--- config.mk ---
export PLATFORM = sky130hd
export DESIGN_NAME = bictr_dcnto_multi
export DESIGN_NICKNAME = d
export VERILOG_FILES = /design/src/rtl/bictr_pkg.sv /design/src/rtl/bictr_dcnto_chan.sv /design/src/rtl/bictr_dcnto_multi.sv
export SDC_FILE = /design/constraint.sdc
export NUM_CORES = 1
export LEC_CHECK = 0
export ABC_AREA = 1
export CAP_MARGIN = 0
export CORE_ASPECT_RATIO = 1.75
export CORE_MARGIN = 3
export CORE_UTILIZATION = 44
export DETAILED_ROUTE_END_ITERATION = 7
export GPL_ROUTABILITY_DRIVEN = 0
export PLACE_DENSITY = 0.89
export SLEW_MARGIN = 15
export SYNTH_ARGS = -nofsm -noshare
export SYNTH_HDL_FRONTEND = slang
export SYNTH_SLANG_ARGS = --single-unit
--- constraint.sdc ---
create_clock -name clk -period 1.6 [get_ports clk]
set_input_delay 0.24 -clock clk [delete_from_list [all_inputs] [get_ports clk]]
set_output_delay 0.24 -clock clk [all_outputs]
set_load 0.01 [all_outputs]
--- src/rtl/bictr_pkg.sv ---
// Shared mode encoding for the multi-channel dynamic count-to counter bank.
package bictr_pkg;

  typedef logic [1:0] mode_t;

  localparam mode_t MODE_FREE    = 2'b00;
  localparam mode_t MODE_RELOAD  = 2'b01;
  localparam mode_t MODE_ONESHOT = 2'b10;

endpackage

--- src/rtl/bictr_dcnto_chan.sv ---
// One counter channel: up/down count, dynamic terminal compare, run mode, done flag.
// Optional sticky terminal-hit status when BICTR_DCNTO_IRQ_EN is defined.
module bictr_dcnto_chan
  import bictr_pkg::*;
#(
  parameter int WIDTH = 4
) (
  input  logic             clk,
  input  logic             reset,
  input  logic [WIDTH-1:0] data,
  input  logic             up_dn,
  input  logic             load,
  input  logic             cen,
  input  mode_t            mode,
  input  logic [WIDTH-1:0] count_to,
`ifdef BICTR_DCNTO_IRQ_EN
  input  logic             irq_clr,
  output logic             irq_stat,
`endif
  output logic [WIDTH-1:0] count,
  output logic             tercnt,
  output logic             done
);

  logic [WIDTH-1:0] step;
  logic [WIDTH-1:0] count_nxt;
  logic             done_nxt;

  assign tercnt = (count == count_to);
  assign step   = up_dn ? count + WIDTH'(1) : count - WIDTH'(1);

  // NOTE: every output of this block gets a default first, so no path leaves it unassigned and no latch is inferred.
  always_comb begin
    count_nxt = count;
    done_nxt  = done;
    if (!load) begin
      count_nxt = data;
      done_nxt  = 1'b0;
    end else if (cen) begin
      case (mode)
        MODE_RELOAD:  count_nxt = tercnt ? data : step;
        MODE_ONESHOT: begin
          if (!done) begin
            if (tercnt) done_nxt  = 1'b1;
            else        count_nxt = step;
          end
        end
        default:      count_nxt = step;
      endcase
    end
  end

  // NOTE: state registers use non-blocking assignments so all channels update from pre-edge values.
  always_ff @(posedge clk) begin
    if (!reset) begin
      count <= '0;
      done  <= 1'b0;
    end else begin
      count <= count_nxt;
      done  <= done_nxt;
    end
  end

`ifdef BICTR_DCNTO_IRQ_EN
  // A terminal hit on a counting edge takes precedence over a same-edge clear.
  always_ff @(posedge clk) begin
    if (!reset)                     irq_stat <= 1'b0;
    else if (cen && load && tercnt) irq_stat <= 1'b1;
    else if (irq_clr)               irq_stat <= 1'b0;
  end
`endif

endmodule

--- src/rtl/bictr_dcnto_multi.sv ---
// Bank of CHANNELS independent dynamic count-to counters sharing clk and reset.
// Define BICTR_DCNTO_IRQ_EN to add per-channel sticky status and a combined irq.
module bictr_dcnto_multi
  import bictr_pkg::*;
#(
  parameter int WIDTH    = 4,
  parameter int CHANNELS = 4
) (
  input  logic                      clk,
  input  logic                      reset,
  input  logic [CHANNELS*WIDTH-1:0] data,
  input  logic [CHANNELS-1:0]       up_dn,
  input  logic [CHANNELS-1:0]       load,
  input  logic [CHANNELS-1:0]       cen,
  input  logic [2*CHANNELS-1:0]     mode,
  input  logic [CHANNELS*WIDTH-1:0] count_to,
`ifdef BICTR_DCNTO_IRQ_EN
  input  logic [CHANNELS-1:0]       irq_clr,
  output logic [CHANNELS-1:0]       irq_stat,
  output logic                      irq,
`endif
  output logic [CHANNELS*WIDTH-1:0] count,
  output logic [CHANNELS-1:0]       tercnt,
  output logic [CHANNELS-1:0]       done
);

  for (genvar i = 0; i < CHANNELS; i++) begin : g_chan
    bictr_dcnto_chan #(.WIDTH(WIDTH)) u_chan (
      .clk      (clk),
      .reset    (reset),
      .data     (data[i*WIDTH +: WIDTH]),
      .up_dn    (up_dn[i]),
      .load     (load[i]),
      .cen      (cen[i]),
      .mode     (mode_t'(mode[2*i +: 2])),
      .count_to (count_to[i*WIDTH +: WIDTH]),
`ifdef BICTR_DCNTO_IRQ_EN
      .irq_clr  (irq_clr[i]),
      .irq_stat (irq_stat[i]),
`endif
      .count    (count[i*WIDTH +: WIDTH]),
      .tercnt   (tercnt[i]),
      .done     (done[i])
    );
  end

`ifdef BICTR_DCNTO_IRQ_EN
  assign irq = |irq_stat;
`endif

endmodule
Word level (Yosys, flattened, before mapping). Index checks and enable logic that the tools add are counted. Widths: inputs -> output; s select.

$add $sub $neg: 8. Eq/ne operators: 24. Multiplexer cells: 36. Reductions and logical operators: 12.

Operators by type and width (count): $mux 4 (24); $pmux 4 s2 (4); $ne 3x3->1 const B (8); $add 4x1->4 const B (4); $eq 4x4->1 (4); $reduce_and 2->1 (8); $sub 4x1->4 const B (4); $reduce_and 3->1 (4); $eq 2x1->1 const B (4); $eq 2x2->1 const B (4); $mux 1 (8); $ne 2x1->1 const B (4).

Register bits: 20. Word-level logic and storage cells: 88.

Longest topological paths before layout. Gate-level depths: netlist of run 1.

Depth after elaboration: 7. Gate-level depth with buffers: 11. Depth with buffers taken out: 11.

Modules after synthesis. A second synthesis of run 1 with hierarchy kept.

Cell total of the unflattened synthesis: 334. Area, all modules: 2044.5 um^2.

Modules (own cells, without submodules): bictr_dcnto_chan (g_chan[1].u_chan ...) (times used 3, cells each 84, area an instance 515.5 um^2, seq. area each 100.1 um^2); bictr_dcnto_chan (g_chan[0].u_chan) (times used 1, cells each 82, area an instance 498.0 um^2, seq. area each 100.1 um^2).

Worst setup path before layout of run 1. No wires, ideal clock.

Kind: register to register. From: register g_chan[0].u_chan.count[2]. To: register g_chan[0].u_chan.count[3]. Library setup time: 0.112 ns. Data arrival time: 1.297 ns. Setup slack: 0.190 ns. Stages on the path, launching flop included: 10. Period minus slack after synthesis: 1.410 ns. Cell sequence: dfxtp_1 > ha_1 > a21oi_1 > nand2_1 > o21ai_0 > nand2_1 > nand3_1 > nand2_1 > nor2_1 > nor2_2.

Word-level cells in the longest chain between the ends: 7.

Ends and longest elaborated chain: from (decl) (line bictr_dcnto_chan.sv:20) `output logic [WIDTH-1:0] count,`; from (signal assigned) (line bictr_dcnto_chan.sv:59) `count <= count_nxt;`; $sub 4x1->4 / $add 4x1->4 (equally long branches) (line bictr_dcnto_chan.sv:30) `assign step = up_dn ? count + WIDTH'(1) : count - WIDTH'(1);`; $mux 4 (line bictr_dcnto_chan.sv:30); $mux 4 (line bictr_dcnto_chan.sv:44) `if (tercnt) done_nxt = 1'b1;`; $mux 4 (line bictr_dcnto_chan.sv:43) `if (!done) begin`; $pmux 4 s2 (line bictr_dcnto_chan.sv:40) `case (mode)`; $mux 4 (line bictr_dcnto_chan.sv:39) `end else if (cen) begin`; $mux 4 (line bictr_dcnto_chan.sv:36) `if (!load) begin`.

Several ways; a longest one is shown, not always the timed one. The select of a mux whose other input is x is not followed. A chain may end at the register's enable or synchronous reset.

Final worst setup path of run 1.
From: register g_chan[2].u_chan.count[0]. To: output count[8].

RTL lines: from (decl) (line bictr_dcnto_chan.sv:20); from (signal assigned) (line bictr_dcnto_chan.sv:59); to (decl) (line bictr_dcnto_multi.sv:22) `output logic [CHANNELS*WIDTH-1:0] count,`.

No word-level cell between the ends.

==> results.txt, run 1 <==
Outcome = finished, final reports clean
Number of synthesized flops with an enable pin = 0
Synthesized instance count = 322
Number of routed nets with antenna violations = 0
H-tree depth = 1
CTS tree = done
CP startpoint kind = flip-flop
Final setup violation count = 0
Core area = 4228 sq um
Max-slew headroom = 0.8211
CP Max Fanout = 4
Pleak = 1.600 nW
Seq/Total Area, Yosys = 0.2018
DIE HEIGHT = 94.84 um
Arrival time worst endpoint = 1.31 ns
Hold Buf Count CTS = 0
Tcrit/Tclk final = 0.9691
Gr ovfl total = 0
F_max = 644.9 MHz
Mapped Avg Cell Area = 6.163 sq um
Critical path class = reg2out
Netlist Area Pre-Place = 1984 sq um
Met1 WL = 1.962 mm
Fin. Hold Viols = 0
Synth async-reset ratio = 0
Place WS = -0.3648 ns
Final WL = 6.079 mm
Max IR drop VDD = 0.4458 mV
Clock skew = 0.002585 ns
Routed len/inst = 12.77 um
Cell Area, Placed = 3010 sq um
I/O pin count = 78
Fillers = 339
Hpwl dp = 5.062 mm
Clk sinks = 20
Top routing layer used = met4
Max incr delay on CP = 0.53 ns
Crit. End Element = output port
Global-route wire length before repair = 9.798 mm
Commonest cells in the netlist = 97 x nand2_1, 47 x inv_1, 42 x nor2_1
CTS Buffer Depth = 2
Worst slew pin tran = 0.2675 ns
Post-synth top area share = 0.2018
Post-Route Utilization = 0.7408
Slowest CP cell = clkdlybuf4s50_1
Tmin final = 1.551 ns
Die width = 56.77 um
Post-synth top flop = dfxtp_1
# rows = 31
Cell taking the most area after synthesis = dfxtp_1
Final Max Slew Viols = 0
Via count = 2358
CP top delay family = buffers and inverters
DRC Markers = 0
Max Cap Viol = 0
First-pass DRT Iterations = 4
Full die area = 5384 sq um
Number of synthesized register bits = 20
Vias in the first global route = 2475
FF-to-FF setup slack = 0.11 ns
Crit path cell chain = buf_4 > clkdlybuf4s50_1
Initial Util = 0.4694
Non-Filler Instances = 476
Detailed Route Iter0 Violations = 55
Final setup margin = 0.04948 ns
Design Area, Final = 3132 sq um
Register area = 405.4 sq um
Critical path required time = 1.36 ns
Met2 wire length = 3.634 mm
Layout cells sized above 1 = 0.2319
Fin nets = 495
# port buffers = 77
Num CTS Buffers = 3
Placed instance count = 473
Largest net degree at the start of global routing = 11
P per Cell Area = 612.4 nW/um^2
CTS Root Cell = clkbuf_8
Synth Warn # = 0
Synth-to-layout area growth = 57.82%
Detail Route met3 WL = 261 um
Post-Synthesis Net Count = 388
Worst min path class = reg2reg
Critical path buffers and inverters = 2
Setup bufs post-CTS = 0
Fin Hold WS = 0.5506 ns
Routed vias/inst = 4.954
Yosys cell types = 29
Skew-Pair Late Insertion Delay = 0.26 ns
Number of diodes = 0
Unrepaired setup endpoints after global routing = yes
Top-count cell post-synth = nand2_1
Top cells by area, synth = dfxtp_1 20%, nand2_1 18%, inv_1 8.9%, nor2_1 7.9%, nand3_1 6.3%
GR Util All Layers = 0.2280
Initial antenna violation count = 0
Worst-path clk slew = 0.08 ns
Area of the multi-input gates = 1423 sq um
[worst reg2reg max path, stage by stage, from the launching register on]
cell and delay (ns):
dfxtp_1 0.33, buf_4 0.16, fa_1 0.41, xor2_1 0.18, nand3_1 0.10, nand3_1 0.12
nand2_1 0.06, nor2_1 0.07
[cell usage in the layout (no fill, tap or decap), types with 4 or more instances in the layout]
master	n
nand2_2	5
fa_1	4
nand2_1	93
inv_2	6
nor2_2	17
nand3_1	25
xor2_1	8
buf_2	4
nand3_2	4
o21ai_1	5
xnor2_1	4
o21ai_0	9
ha_1	5
nor2_1	36
inv_1	41
buf_4	35
dfxtp_2	4
dfxtp_1	16
clkdlybuf4s50_1	68
[registers in the layout, indices dropped and copies added (netlist names)]
name                 cells
g_chan.u_chan.count     16
g_chan.u_chan.done       4
[final cells by class]
| class | instances | share of cell area |
|---|---|---|
| flip-flops and latches | 20 | 0.1294 |
| inverters | 48 | 0.05833 |
| repair buffers | 112 | 0.3252 |
| well taps | 49 | 0.01958 |
| multi-input cells | 244 | 0.4543 |
| clock buffers | 3 | 0.01318 |
[through the flow]
stage               TNS, ns  power [mW]
floorplan                 0       1.071
global placement     -4.044       1.494
detailed placement   -4.899       1.535
CTS                       0       1.895
global route        -0.1256       2.052
finish                    0       1.918
[layer usage]
metal / global-route usage / vias to the layer above
li1: - / 1193
met1: 0.2030 / 1073
met2: 0.4710 / 71
met3: 0.03146 / 21
met4: 0.1199 / 0
met5: 0 / -
[logic make-up after synthesis]
kind of cell / after synthesis / share of synthesized area
AO/OA/AOI/OAI: 23 / 0.07188
XOR/XNOR: 12 / 0.05296
adder cells (fa/ha/maj): 12 / 0.09080
buffers and inverters: 58 / 0.1255
flip-flops: 20 / 0.2018
AND/OR/NAND/NOR: 197 / 0.4571
[final timing paths]
check	depth (start not counted)	startpoint	end
setup / recovery	2	g_chan[2].u_chan.count[0]	count[8]
hold / removal	2	g_chan[1].u_chan.count[3]	g_chan[1].u_chan.count[3]
setup reg to reg	7	g_chan[3].u_chan.count[0]	g_chan[3].u_chan.count[2]
hold reg to reg	2	g_chan[1].u_chan.count[3]	g_chan[1].u_chan.count[3]
[power by group]
group          internal (mW)  leakage (nW)  switching, mW
registers              0.544         0.167         0.0406
clock network          0.168        0.0216          0.180
logic                  0.517          1.41          0.467
total                   1.23          1.60          0.688
[repair_timing]
| action | CTS | global route |
|---|---|---|
| setup endpoints to repair | 9 | 14 |
| pin swaps | 3 | 4 |
| endpoints found under the hold margin | 0 | 0 |
| gates resized for setup | 26 | 29 |
No activity file was read; power rests on OpenSTA's default activity.
==> run 2, diff against run 1 <==
--- a/config.mk
+++ b/config.mk
@@ -10,6 +10,7 @@
 export CORE_ASPECT_RATIO = 1.75
 export CORE_MARGIN = 3
 export CORE_UTILIZATION = 44
+export CTS_CLUSTER_SIZE = 10
 export DETAILED_ROUTE_END_ITERATION = 7
 export GPL_ROUTABILITY_DRIVEN = 0
 export PLACE_DENSITY = 0.89
==> results of run 2 <==
No change in the layout: final DEF, timing and power equal those of run 1.
